File: src/rtl/anti_theft_fsm.sv
// anti_theft_fsm
//   Car-alarm controller. It watches the ignition and door inputs and the
//   timer's expired pulse. It drives start_timer/timer_value/interval for the
//   downstream timer from a reprogrammable 4-entry delay table. It produces
//   the siren, status_led and EA_DISPLAY outputs.
//
//   clock          in   system clock
//   reset          in   synchronous, active-high reset
//   ignition       in   ignition switch level
//   door_driver    in   1 = driver door open
//   door_pass      in   1 = passenger door open
//   reprogram      in   1-cycle write strobe for the delay table
//   time_param_sel in   table index written on reprogram
//   time_value     in   value written on reprogram
//   expired        in   timer run finished (1-cycle pulse)
//   one_hz_enable  in   timer blink square wave
//   start_timer    out  1-cycle start pulse to the timer
//   timer_value    out  delay in seconds, held between starts
//   interval       out  table index of the current/last countdown
//   siren          out  siren enable
//   status_led     out  status indicator
//   EA_DISPLAY     out  current state code
module anti_theft_fsm #(
  parameter logic [3:0] T_ARM_DELAY       = 4'd6,
  parameter logic [3:0] T_DRIVER_DELAY    = 4'd8,
  parameter logic [3:0] T_PASSENGER_DELAY = 4'd15,
  parameter logic [3:0] T_ALARM_ON        = 4'd10
) (
  input  logic       clock,
  input  logic       reset,
  input  logic       ignition,
  input  logic       door_driver,
  input  logic       door_pass,
  input  logic       reprogram,
  input  logic [1:0] time_param_sel,
  input  logic [3:0] time_value,
  input  logic       expired,
  input  logic       one_hz_enable,
  output logic       start_timer,
  output logic [3:0] timer_value,
  output logic [1:0] interval,
  output logic       siren,
  output logic       status_led,
  output logic [2:0] EA_DISPLAY
);

  typedef enum logic [2:0] {
    ARMED          = 3'd0,
    TRIGGERED      = 3'd1,
    ALARM          = 3'd2,
    DIS_IGN_ON     = 3'd3,
    DIS_WAIT_OPEN  = 3'd4,
    DIS_WAIT_CLOSE = 3'd5,
    ARM_DELAY      = 3'd6
  } state_t;

  state_t     state, state_next;
  logic [3:0] delay_table [4];

  logic       owned, owned_next, owned_keep;
  logic       pending, pending_next;
  logic [1:0] pend_sel, pend_sel_next;
  logic       req;
  logic [1:0] req_sel, issue_sel;
  logic       doors_closed, valid_exp, counting;
  logic       start_next;
  logic [3:0] value_next;
  logic [1:0] interval_next;

  // Next-state and start-request decode
  always_comb begin
    state_next   = state;
    owned_keep   = 1'b1;
    req          = 1'b0;
    req_sel      = '0;
    doors_closed = !door_driver && !door_pass;
    // an expiry in the cycle a start goes out belongs to the previous run
    valid_exp    = expired && owned && !start_timer;

    case (state)
      ARMED: begin
        if (ignition) state_next = DIS_IGN_ON;
        else if (door_driver) begin
          state_next = TRIGGERED;
          req        = 1'b1;
          req_sel    = 2'd1;
        end else if (door_pass) begin
          state_next = TRIGGERED;
          req        = 1'b1;
          req_sel    = 2'd2;
        end
      end
      TRIGGERED: begin
        if (ignition) state_next = DIS_IGN_ON;
        else if (valid_exp) begin
          state_next = ALARM;
          if (doors_closed) begin
            req     = 1'b1;
            req_sel = 2'd3;
          end else begin
            // no run in flight: ALARM restarts it once the doors close
            owned_keep = 1'b0;
          end
        end
      end
      ALARM: begin
        if (ignition) state_next = DIS_IGN_ON;
        else if (!doors_closed) owned_keep = 1'b0;
        else if (!owned) begin
          req     = 1'b1;
          req_sel = 2'd3;
        end else if (valid_exp) state_next = ARMED;
      end
      DIS_IGN_ON: begin
        if (!ignition) state_next = DIS_WAIT_OPEN;
      end
      DIS_WAIT_OPEN: begin
        if (ignition) state_next = DIS_IGN_ON;
        else if (door_driver) state_next = DIS_WAIT_CLOSE;
      end
      DIS_WAIT_CLOSE: begin
        if (ignition) state_next = DIS_IGN_ON;
        else if (doors_closed) begin
          state_next = ARM_DELAY;
          req        = 1'b1;
          req_sel    = 2'd0;
        end
      end
      ARM_DELAY: begin
        if (ignition) state_next = DIS_IGN_ON;
        else if (!doors_closed) state_next = DIS_WAIT_CLOSE;
        else if (valid_exp) state_next = ARMED;
      end
      default: state_next = ARMED;
    endcase

    if (reprogram) begin
      state_next = ARMED;
      req        = 1'b0;
      owned_keep = 1'b0;
    end

    counting   = (state_next == TRIGGERED) || (state_next == ALARM) ||
                 (state_next == ARM_DELAY);
    owned_next = counting && (req || (owned && owned_keep));
  end

  // Start issue: a start colliding with expired is re-sent next cycle (the
  // timer drops it in DONE); otherwise starts never go out back to back, so a
  // request arriving while a start is on the wire waits one cycle.
  always_comb begin
    start_next    = 1'b0;
    value_next    = timer_value;
    interval_next = interval;
    pending_next  = 1'b0;
    pend_sel_next = pend_sel;
    issue_sel     = req ? req_sel : pend_sel;
    if (owned_next) begin
      if (start_timer) begin
        start_next   = expired;
        pending_next = req || pending;
        if (req) pend_sel_next = req_sel;
      end else if (req || pending) begin
        start_next    = 1'b1;
        value_next    = delay_table[issue_sel];
        interval_next = issue_sel;
      end
    end
  end

  always_ff @(posedge clock) begin
    if (reset) begin
      state          <= ARMED;
      delay_table[0] <= T_ARM_DELAY;
      delay_table[1] <= T_DRIVER_DELAY;
      delay_table[2] <= T_PASSENGER_DELAY;
      delay_table[3] <= T_ALARM_ON;
      owned          <= 1'b0;
      pending        <= 1'b0;
      pend_sel       <= '0;
      start_timer    <= 1'b0;
      timer_value    <= '0;
      interval       <= '0;
    end else begin
      if (reprogram) delay_table[time_param_sel] <= time_value;
      state       <= state_next;
      owned       <= owned_next;
      pending     <= pending_next;
      pend_sel    <= pend_sel_next;
      start_timer <= start_next;
      timer_value <= value_next;
      interval    <= interval_next;
    end
  end

  always_comb begin
    siren      = (state == ALARM);
    EA_DISPLAY = state;
    case (state)
      ARMED:            status_led = one_hz_enable;
      TRIGGERED, ALARM: status_led = 1'b1;
      default:          status_led = 1'b0;
    endcase
  end

endmodule

File: config.mk
export PLATFORM = sky130hd
export DESIGN_NAME = anti_theft_fsm
export DESIGN_NICKNAME = d
export VERILOG_FILES = /design/src/rtl/anti_theft_fsm.sv
export SDC_FILE = /design/constraint.sdc
export NUM_CORES = 1
export LEC_CHECK = 0
export ABC_AREA = 1
export BUFFER_PORTS_ARGS = -buffer_cell sky130_fd_sc_hd__buf_2
export CORE_UTILIZATION = 35
export CTS_CLUSTER_DIAMETER = 150
export CTS_CLUSTER_SIZE = 12
export DETAILED_ROUTE_END_ITERATION = 10
export PLACE_DENSITY = 0.58
export SETUP_SLACK_MARGIN = 0.3
export SYNTH_ARGS = -nofsm -noshare
export SYNTH_HDL_FRONTEND = slang
export SYNTH_SLANG_ARGS = --single-unit
File: constraint.sdc
create_clock -name clock -period 3.3 [get_ports clock]
set_input_delay 0.165 -clock clock [delete_from_list [all_inputs] [get_ports clock]]
set_output_delay 0.165 -clock clock [all_outputs]
set_load 0.005 [all_outputs]
# Yosys cells after proc, flatten, opt, wreduce, memory -nomap -nowiden

Memories as Yosys holds them, arrays and structs flattened. A register that Yosys moved wholly into a read port is not among the register bits.
Cells that the tools add are included.
Widths: inputs -> output; s select.

Flip-flop bits (word level): 10
Logic and storage cells: 94
Bits in writable memories: 16
Output and inout port bits: 12
Input port bits: 14
Memories kept: 1

Reductions and logical operators: 19
Bitwise gates (word level): 2
Equal/unequal tests: 9
Muxes and demuxes: 57

Memories:

| name        | words | width | rd ports | clocked after memory_dff | write ports | line | text |
|---|---|---|---|---|---|---|---|
| delay_table | 4     | 4     | 1        | 1                        | 4           | 58   | `logic [3:0] delay_table [4];` |

Operator list:

| kind               | number |
|---|---|
| $mux 3             | 17 |
| $mux 1             | 23 |
| $mux 2             | 11 |
| $pmux 3 s7         | 1 |
| $eq 3x3->1 const B | 4 |
| $eq 3x2->1 const B | 3 |
| $eq 3x1->1 const B | 2 |
| $pmux 2 s3         | 1 |
| $logic_and 1x1->1  | 5 |
| $logic_or 1x1->1   | 4 |
| $mux 4             | 1 |
| $pmux 1 s2         | 2 |
| $pmux 1 s4         | 1 |
| $reduce_or 2->1    | 2 |
| $reduce_or 4->1    | 1 |
| $logic_not 1->1    | 3 |
| $logic_not 3->1    | 1 |
| $reduce_and 3->1   | 1 |
| $reduce_or 3->1    | 1 |
| $not 1->1          | 2 |
| $reduce_and 2->1   | 1 |

# Depth between registers and ports, before layout

Depth in word-level cells: 14
Depth in mapped cells: 15
Depth with buffers taken out: 15

# Worst setup path after synthesis

OpenSTA, ideal clock, no wires.

Kind: flip-flop to flip-flop
Start point: register state[0] (netlist: EA_DISPLAY[0])
End point: register timer_value[0], read port of delay_table
Cell stages (with the launch flop): 14
Path slack: 1.696 ns
Arrival time: 1.491 ns
Buffers on the path: 0
Required time: 3.187 ns
Path through: dfxtp_1 > nand2_2 > nor2_2 > nand2_2 > nand2_2 > nand2_4 > nand2_4 > nand2_4 > nand2_2 > inv_2 > nor2_4 > nand3_4 > nor2_1 > nor2_1

Longest elaborated chain between the ends: 11
Elaborated cells between the ends (all ways): 41
Those cells by class: 9 x eq/ne; 24 x mux; 8 x reduce/logical

RTL lines:

| item                                            | line     | text |
|---|---|---|
| start, declared                                 | 57       | `state_t state, state_next;` |
| start signal, assigned                          | 186      | `state <= state_next;` |
| $mux 3                                          | 112, 132 |  |
| $mux 3                                          | 109      | `else if (!owned) begin` |
| $mux 3                                          | 108      | `else if (!doors_closed) owned_keep = 1'b0;` |
| $mux 3                                          | 107      | `if (ignition) state_next = DIS_IGN_ON;` |
| $pmux 3 s7                                      | 80       | `case (state)` |
| $mux 3                                          | 137      | `if (reprogram) begin` |
| $eq 3x1->1 / $eq 3x2->1 (equally long branches) | 143      | `counting = (state_next == TRIGGERED) \|\| (state_next == ALARM) \|\|` |
| $logic_or 1x1->1 (2 in series)                  | 143      |  |
| $logic_and 1x1->1                               | 145      | `owned_next = counting && (req \|\| (owned && owned_keep));` |
| $reduce_and 3->1 (no source line)               | -        |  |
| end, declared                                   | 40       | `output logic [3:0] timer_value,` |

Parallel ways exist; a longest one is shown, timed or not.
A chain may end at the register's enable or synchronous reset.

# Worst setup path after layout

Start point: register state[2] (netlist: EA_DISPLAY[2])
End point: register timer_value[1], read port of delay_table

Same word-level chain as after synthesis.

==> results.md <==
- The run finished with clean final reports.
- The tightest min-delay check is of the primary input to flip-flop type.
- The post-synthesis instance total is 275.
- After legalization and detailed placement, the total HPWL measured 3120 um.
- Cells with a size suffix above 1 make up 20.3% of the layout.
- The setup check on the worst reg-to-reg path leaves a slack of 1300 ps.
- The first detailed-routing pass ran for 5 iterations.
- For this run, the register share of the synthesized area comes to 40.2%.
- In the final timing run, aggregate negative setup slack is 0 ps.
- For this block, the initial DRC count from the detailed router was 74.
- After clock tree synthesis, the clock-pin slew on the worst setup and hold paths is 60 ps.
- The final max-slew violation count is 0.
- For this design, the CTS-stage hold fixing added 0 buffers.
- The number of clock buffers inserted by TritonCTS is 5.
- The floorplan has 26 rows.
- Once detail routing completed, the nets flagged for antenna violations numbered 0.
- VDD sags by at most 0.185 mV.
- STA puts the critical path data arrival time at 2180 ps.
- After synthesis the cells add up to 1890 um^2.
- A synthesized cell averages 6.88 um^2.
- The cell depth of the worst hold path is 2.
- The count of maximum capacitance violations is 0.
- The number of H-tree branching levels is 2.
- The logic depth of the worst register-to-register path is 13.
- The worst setup path is captured at a flip-flop.
- The per-cell via count in the routed design is 4.55.
- STA puts the critical path data required time at 3470 ps.
- The number of library cell types mapped by synthesis is 26.
- The total count of hold-check failures in the final report is 0.
- The first-pass GRT wire length is 7110 um.
- The largest area contributor in the synthesized netlist is edfxtp_1.
- The synthesized design contains 30 register bits.
- The width of the die is 75.5 um.
- The fraction of post-synthesis cell area in the top cell type by area is 25.4%.
- Yosys attributes the largest share of cell area to edfxtp_1, dfxtp_1, nand2_1, nor2_1, inv_1.
- Post-CTS timing repair inserted 0 buffers for setup.
- After clock tree synthesis, the repair step resized 0 gates.
- STA classifies the critical path startpoint as a flip-flop.
- The total nets after synthesis is 289.
- The DRC violation count after routing is 0.
- The floorplan core area is 5170 um^2.
- Detailed routing inserted a total of 1705 vias.
- The global-route usage over all layers is 16.6%.
- The area growth from synthesis to layout is 14.0%.
- The total of warnings raised by yosys is 0.
- 0 antenna diodes ended up in the layout.
- The clock tree buffer depth is 2.
- The top cell types in the final layout, fill and taps aside, are nand2_1, nor2_1, inv_1.
- The setup path with the least slack is of type flip-flop to flip-flop.
- Setup repair after global routing left no endpoint under its margin.
- The final layout contains 318 nets.
- Derived from the worst setup path, the maximum achievable clock frequency is 500 MHz.
- The analysis attributes to cell leakage a power of 1.10 nW.
- The clock latency at the later pin of the worst-skew pair is 280 ps.
- The clock period minus worst slack is 2000 ps.
- The worst flop-to-flop path startpoint is EA_DISPLAY[2].
- TritonCTS built the clock tree.
- The remaining global-route overflow is 0.
- The number of top-level design ports is 26.
- The ratio of final minimum period to clock period is 60.7%.
- The commonest non-fill, non-tap cell in the layout is nand2_1.
- The floorplan die area is 5700 um^2.
- The post-detailed-routing wire length is 4070 um.
- After filler insertion, the fill cell instance count of the layout stands at 562.
- Routability-driven placement finished with a final weighted congestion of 0.842.
- The per-cell routed wire length is 10.8 um.
- The maximum fanout along the worst path is 10.
- The buffer type at the clock tree root is clkbuf_8.
- The number of setup violations in the final report is 0.
- Hold is met by 106 ps.
- The port buffer count is 25.
- The power per cell area is 389 nW/um^2.
- The capturing point of the worst reg2reg path is timer_value[1].
- In this run the tightest slew margin relative to its limit is 61.6%.
- The pin slew with the least headroom to its limit is 572 ps.
- The end point of the worst hold path is EA_DISPLAY[1].
- Entering global routing, the biggest net connects 14 pins.
- The effective utilization at floorplan is 36.6%.
- The via count of the first global-routing pass is 1570.
- The startpoint identified for the worst hold timing path is reset.
- The initial antenna violation count was 0.
- CTS saw 30 sinks.
- The clock arrives with 5.16 ps of skew.
- From bottom edge to top edge, the die measures 75.5 um.
[worst max-delay path, cell delays in order, from the launching register on]
cell     delay (ps)
dfxtp_1         550
inv_1           170
nand2_1         140
nor2_1           70
nor2_2          120
nand2_4          80
nand2_4          90
nand2_1          60
nand2_1         180
inv_1           140
nand3_1         100
nand2_1          60
nor2_1          100
nor2_1           50
[final cells by class]
type                    instances  area, um^2  area share, %
clock buffers                   5        68.8           3.19
clock inverters                 3        16.3          0.754
inverters                      52         195           9.05
multi-input cells             190         903           41.9
flip-flops and latches         30         761           35.3
well taps                      70        87.6           4.06
repair buffers                 25         125           5.80
[registers in the layout, summed over array words and instances, names as in the netlist]
signal	cells
EA_DISPLAY	3
delay_table	16
interval	2
owned	1
pend_sel	2
pending	1
start_timer	1
timer_value	4
[Yosys cell counts]
cell      number
a21oi_1        2
nand2_1       71
o21ai_1        1
nor3_1         1
nand4_1        4
clkbuf_8       1
nand2_4        3
o21bai_2       1
nand4_2        1
nor2_2         5
inv_1         44
a211oi_1       1
nor2_1        51
inv_2          7
o21ai_0        3
nand3_1       33
clkinv_1       1
nand2_2        6
nor2_4         2
o21ai_4        1
dfxtp_1       14
edfxtp_1      16
nand3_2        3
buf_4          1
buf_6          1
nand3_4        1
[kinds of logic (layout without fill, tap and decap cells)]
logic type             count (synthesis)  in the layout  synth area share (%)
and+or+nand+nor                      181            181                  44.3
buffers and inverters                 55             85                  12.0
DFF                                   30             30                  40.2
AOI/OAI and AO/OA                      9              9                  3.44
[power by group]
| part | internal [mW] | switching (mW) | leakage [nW] | total (mW) |
|---|---|---|---|---|
| clock network | 0.144 | 0.144 | 0.0416 | 0.288 |
| logic | 0.0418 | 0.0879 | 0.784 | 0.130 |
| registers | 0.413 | 0.00912 | 0.270 | 0.422 |
| total | 0.599 | 0.241 | 1.10 | 0.840 |
[routing by layer]
metal / part of all wire (%) / routed length, um / track usage (%)
met4: 1.5 / 59 / 4.94
met2: 44 / 1780 / 26.2
met3: 4.8 / 194 / 3.97
met5: 0 / 0 / 0
met1: 50 / 2030 / 22.6
[worst max-delay path by stage]
stage	slack [ps]	from	endpoint
floorplan	1700	EA_DISPLAY[0]	timer_value[0]
global placement	1330	reprogram	delay_table[2][3]
detailed placement	1330	reprogram	delay_table[2][3]
CTS	1320	EA_DISPLAY[2]	timer_value[1]
global route	1070	EA_DISPLAY[2]	timer_value[0]
finish	1300	EA_DISPLAY[2]	timer_value[1]
[stage by stage]
step / total power, mW / setup slack (ps) / instance area [um^2] / utilization (%) / cells
after floorplan: 0.525 / 1700 / 1890 / - / 275
after global placement: 0.561 / 1330 / 2070 / 40.1 / 367
after detailed placement: 0.561 / 1330 / 2070 / 40.1 / 367
after global routing: 0.886 / 1070 / 2160 / 41.7 / 375
after CTS: 0.847 / 1320 / 2160 / 41.7 / 375
final: 0.840 / 1300 / 2160 / 41.7 / 375
(Power assumes the default switching activity.)
